`src/rtl/quad_index_counter.sv`:
```
// Quadrature decoder: synchronised A/B/Z, 4x position count, index latch, hold-able snapshot.
// Define QUAD_FILTER_EN to insert the FILT-cycle glitch filter after the synchronisers.
module quad_index_counter #(
  parameter int QW   = 14,
  parameter int FILT = 3
) (
  input  logic          clk,
  input  logic          nRESET,
  input  logic          a,
  input  logic          b,
  input  logic          z,
  input  logic          hold,
  input  logic          idx_clr,
  output logic [2*QW:0] quad,
  output logic          qr,
  output logic          err
);

  if (FILT < 1) begin : g_filt_check
    $error("quad_index_counter: FILT must be at least 1");
  end

  logic [2:0] s1_q, s2_q;
  logic [2:0] f;
  logic       ab_idle;

  always_ff @(posedge clk or negedge nRESET) begin
    if (!nRESET) begin
      s1_q <= '0;
      s2_q <= '0;
    end else begin
      s1_q <= {z, b, a};
      s2_q <= s1_q;
    end
  end

`ifdef QUAD_FILTER_EN
  localparam int CW = $clog2(FILT + 1);

  for (genvar gi = 0; gi < 3; gi++) begin : g_filt
    logic [CW-1:0] cnt_q, cnt_d;
    logic          f_q, f_d;

    // Input must differ from the filtered state for FILT consecutive cycles.
    always_comb begin
      cnt_d = '0;
      f_d   = f_q;
      if (s2_q[gi] != f_q) begin
        if (cnt_q == CW'(FILT - 1)) begin
          f_d = s2_q[gi];
        end else begin
          cnt_d = cnt_q + 1'b1;
        end
      end
    end

    always_ff @(posedge clk or negedge nRESET) begin
      if (!nRESET) begin
        cnt_q <= '0;
        f_q   <= 1'b0;
      end else begin
        cnt_q <= cnt_d;
        f_q   <= f_d;
      end
    end

    assign f[gi] = f_q;
  end

  assign ab_idle = (g_filt[0].cnt_q == '0) && (g_filt[1].cnt_q == '0);
`else
  assign f       = s2_q;
  assign ab_idle = 1'b1;
`endif

  function automatic logic [1:0] gray_pos(input logic [1:0] ab);
    case (ab)
      2'b00:   gray_pos = 2'd0;
      2'b10:   gray_pos = 2'd1;
      2'b11:   gray_pos = 2'd2;
      default: gray_pos = 2'd3;
    endcase
  endfunction

  logic [1:0]    ab_cur;
  logic [1:0]    step;
  logic          z_rise;
  logic [1:0]    prev_q, prev_d;
  logic          primed_q, primed_d;
  logic          fz_prev_q;
  logic [QW-1:0] count_q, count_d;
  logic [QW-1:0] index_pos_q, index_pos_d;
  logic          index_seen_q, index_seen_d;
  logic          err_live_q, err_live_d;
  logic          qr_q, qr_d;
  logic [2*QW:0] quad_q, quad_d;
  logic          err_q, err_d;

  assign ab_cur = {f[0], f[1]};
  assign step   = gray_pos(ab_cur) - gray_pos(prev_q);
  assign z_rise = f[2] & ~fz_prev_q;

  always_comb begin
    prev_d       = prev_q;
    primed_d     = primed_q;
    count_d      = count_q;
    index_pos_d  = index_pos_q;
    index_seen_d = index_seen_q;
    err_live_d   = err_live_q;
    qr_d         = 1'b0;

    if (!primed_q) begin
      if (ab_idle) begin
        prev_d   = ab_cur;
        primed_d = 1'b1;
      end
    end else begin
      prev_d = ab_cur;
      case (step)
        2'd1:    count_d = count_q + QW'(1);
        2'd3:    count_d = count_q - QW'(1);
        2'd2:    err_live_d = 1'b1;
        default: ;
      endcase
    end

    // A clear in the same cycle as a Z edge drops the edge.
    if (idx_clr) begin
      index_seen_d = 1'b0;
      err_live_d   = 1'b0;
    end else if (z_rise && !index_seen_q) begin
      index_pos_d  = count_d;
      index_seen_d = 1'b1;
      qr_d         = 1'b1;
    end

    quad_d = hold ? quad_q : {index_seen_q, index_pos_q, count_q};
    err_d  = hold ? err_q  : err_live_q;
  end

  always_ff @(posedge clk or negedge nRESET) begin
    if (!nRESET) begin
      prev_q       <= '0;
      primed_q     <= 1'b0;
      fz_prev_q    <= 1'b0;
      count_q      <= '0;
      index_pos_q  <= '0;
      index_seen_q <= 1'b0;
      err_live_q   <= 1'b0;
      qr_q         <= 1'b0;
      quad_q       <= '0;
      err_q        <= 1'b0;
    end else begin
      prev_q       <= prev_d;
      primed_q     <= primed_d;
      fz_prev_q    <= f[2];
      count_q      <= count_d;
      index_pos_q  <= index_pos_d;
      index_seen_q <= index_seen_d;
      err_live_q   <= err_live_d;
      qr_q         <= qr_d;
      quad_q       <= quad_d;
      err_q        <= err_d;
    end
  end

  assign quad = quad_q;
  assign qr   = qr_q;
  assign err  = err_q;

endmodule
```
`config.mk`:
```
export PLATFORM = sky130hd
export DESIGN_NAME = quad_index_counter
export DESIGN_NICKNAME = d
export VERILOG_FILES = /design/src/rtl/quad_index_counter.sv
export SDC_FILE = /design/constraint.sdc
export NUM_CORES = 1
export LEC_CHECK = 0
export BUFFER_PORTS_ARGS = -buffer_cell sky130_fd_sc_hd__buf_2
export CAP_MARGIN = 5
export CELL_PAD_IN_SITES_DETAIL_PLACEMENT = 0
export CELL_PAD_IN_SITES_GLOBAL_PLACEMENT = 2
export CORE_MARGIN = 10
export CORE_UTILIZATION = 42
export CTS_CLUSTER_DIAMETER = 30
export CTS_CLUSTER_SIZE = 14
export DETAILED_ROUTE_END_ITERATION = 7
export PLACE_DENSITY = 0.95
export SETUP_SLACK_MARGIN = 0.15
export SYNTH_ARGS = -nofsm -noshare
export SYNTH_HDL_FRONTEND = slang
export SYNTH_SLANG_ARGS = --single-unit
export TNS_END_PERCENT = 100
```
`constraint.sdc`:
```
create_clock -name clk -period 7.55 [get_ports clk]
set_clock_uncertainty 0.05 [all_clocks]
set_input_delay 1.8875 -clock clk [delete_from_list [all_inputs] [get_ports clk]]
set_output_delay 1.8875 -clock clk [all_outputs]
set_load 0.1 [all_outputs]
```
==> results by group <==
Outcome
  • Status: finished clean

STA
  • Fin. max-slew vios: 0
  • Slew headroom: 42.9%
  • RSZ-0062 raised after global routing: no
  • Fin. Hold Viols: 0
  • Final period demand of the worst path: 3940 ps
  • Final TNS setup: 0 ps
  • Max Fclk: 0.254 GHz
  • Final worst-path cycle share: 52.2%
  • Worst-Margin Slew: 856 ps
  • Finish-stage setup viols: 0

Yosys
  • Synth unique cells: 45
  • Most frequent cell after synthesis: dfrtp_1
  • Register bit total from synthesis: 71
  • Synth Warn #: 0
  • Post-synth top area cell: dfrtp_1
  • EDFF count, synth: 0
  • Synth cell count leaders: dfrtp_1 (71), mux2_2 (38), nor2_1 (13), a21oi_1 (10), clkbuf_1 (10)
  • Top post-synthesis cells by area: dfrtp_1 (57%), mux2_2 (14%), xor2_1 (2.5%)
  • Synth Cell Area: 0.00314 mm2
  • Top FF cell, synth: dfrtp_1
  • Async SR Flop Fraction: 100%
  • Top cell type's share of synthesized area: 56.6%
  • Register area share after synthesis: 56.6%
  • Post-synthesis cell count: 247
  • Mapped Avg Cell Area: 12.7 um2
  • Net Count, Synth: 260

Die
  • Cell row count: 31
  • Initial Utilization: 43.3%
  • Die footprint: 0.0113 mm2
  • # IOs: 38
  • Die X: 106 um
  • Core Region: 0.00725 mm2
  • Die height: 106 um

Layout
  • N_diodes: 0
  • Nets@finish: 292
  • Fraction of layout cells with a size suffix above 1: 33.8%
  • Fillers: 669
  • Register Area: 0.00178 mm2
  • Multi-input gate area: 0.00126 mm2
  • Layout area overhead: 13.8%

Critical path
  • Worst Path Arrival: 4120 ps
  • CP Data Required Time: 7730 ps
  • Critical path launch point type: flip-flop
  • Crit-path max FO: 9
  • CP Class: flip-flop to flip-flop
  • Setup crit end kind: flip-flop
  • R2R Setup Slk: 3610 ps

Detailed routing
  • Post-route DRC: 0
  • Drt first pass iters: 4
  • Wire length per cell: 16.4 um
  • Vias/cell: 5.25
  • Iteration-0 DRC count of the detailed router: 106
  • Total number of vias: 2010
  • WL final: 6270 um
  • Final ANT Viol Nets: 0

Clock network
  • CTS buffer count: 9
  • CTS tree: done
  • Worst-path clk slew: 70 ps
  • Worst-Skew Late Latency: 350 ps
  • Maximum clock insertion buffer count: 2
  • Clk sinks: 71
  • # hold bufs at CTS: 0
  • Root buf cell: clkbuf_8
  • Setup bufs post-CTS: 0
  • H-Tree Depth: 3
  • Post-CTS Resized: 0

Placed design
  • GP Congestion: 0.823
  • DP HPWL: 4320 um
  • IO Port Bufs: 37

Global routing
  • GR Util All Layers: 11.6%
  • Grt ovf: 0
  • Largest net degree at the start of global routing: 72
  • First-pass GRT wire length: 10600 um
  • Initial antenna violation count: 0
  • Vias in the first global route: 2149

Flow run
  • MaxCap Viol Count: 0

Worst hold path
  • Worst min path class: flip-flop to flip-flop
## cell families (layout without fill, tap and decap cells)
family,Yosys count,in the layout,share of synthesized area [%]
DFF,71,71,56.6
and+or+nand+nor,57,57,11.5
muxes,39,39,14.0
AOI/OAI and AO/OA,34,34,6.86
buffers and inverters,24,61,3.19
xor gates and xnor gates,15,15,5.34
adders and majority gates,6,6,2.39
other,1,1,0.119
## stage by stage
step	utilization (%)	setup WS (ps)	area, um2	std cells	hold WS (ps)
2_1_floorplan	-	4000	3140	247	281
3_3_place_gp	46.6	3740	3380	367	282
3_5_place_dp	46.6	3640	3380	367	286
4_1_cts	49.2	3610	3570	383	300
5_1_grt	49.2	3390	3570	383	316
6_report	49.2	3610	3570	383	294
## layer usage
| metal | vias to the layer above | global-route usage, % | part of all wire (%) |
|---|---|---|---|
| met5 | - | 0 | 0 |
| met4 | 0 | 5.32 | 2.2 |
| met3 | 10 | 4.29 | 6.2 |
| met2 | 49 | 18.2 | 46 |
| met1 | 1002 | 13.9 | 45 |
| li1 | 949 | - | - |
## cell usage in the layout (no fill, tap or decap), types with 2 or more instances in the layout
cell        count
dfrtp_1        71
mux2_2         38
buf_2          37
nor2_1         13
a21oi_1        10
xor2_1          9
clkbuf_8        9
o21ai_0         8
nand2_1         7
inv_1           6
ha_1            6
nand4_1         5
o2111ai_1       5
or4_1           4
nand3b_1        4
nand2b_1        3
xnor2_1         3
and3_1          3
nor3_1          3
a31oi_1         3
or4_4           2
nor2b_1         2
or4b_1          2
o211ai_1        2
nand4b_1        2
or3_1           2
clkinvlp_4      2
clkbuf_1        2
## worst paths after layout
check / start / to / cells after the start
max in group asynchronous: nRESET / quad[26] / 2
min in group asynchronous: nRESET / prev_q[0] / 2
min: s1_q[1] / f[1] / 0
max reg2reg: f[0] / index_pos_q[8] / 13
max: f[0] / index_pos_q[8] / 13
min reg2reg: s1_q[1] / f[1] / 0
## state kept, by name, indices dropped and copies added (netlist names)
signal	flops
count_q	14
err	1
err_live_q	1
f	3
fz_prev_q	1
index_pos_q	14
index_seen_q	1
prev_q	2
primed_q	1
qr	1
quad	29
s1_q	3
## cell type report
class / instances / share of cell area [%]
Sequential cell: 71 / 49.7
Tap cell: 99 / 3.47
Multi-Input combinational cell: 152 / 35.3
Timing Repair Buffer: 38 / 5.39
Clock buffer: 11 / 3.68
Inverter: 7 / 0.736
Clock inverter: 5 / 1.65
## worst max-delay path, cell delays in order (launching register included)
cell	delay, ps
dfrtp_1	370
inv_1	60
ha_1	290
ha_1	220
xor3_1	610
nand2b_1	160
xnor2_1	150
ha_1	230
or4_4	460
nor4_2	190
or4b_1	480
a21oi_1	170
xor2_1	110
mux2_2	270
Power is left out: the tool's default activity adds up to more than one toggle a clock period on the data nets, which glitch-free logic cannot reach.
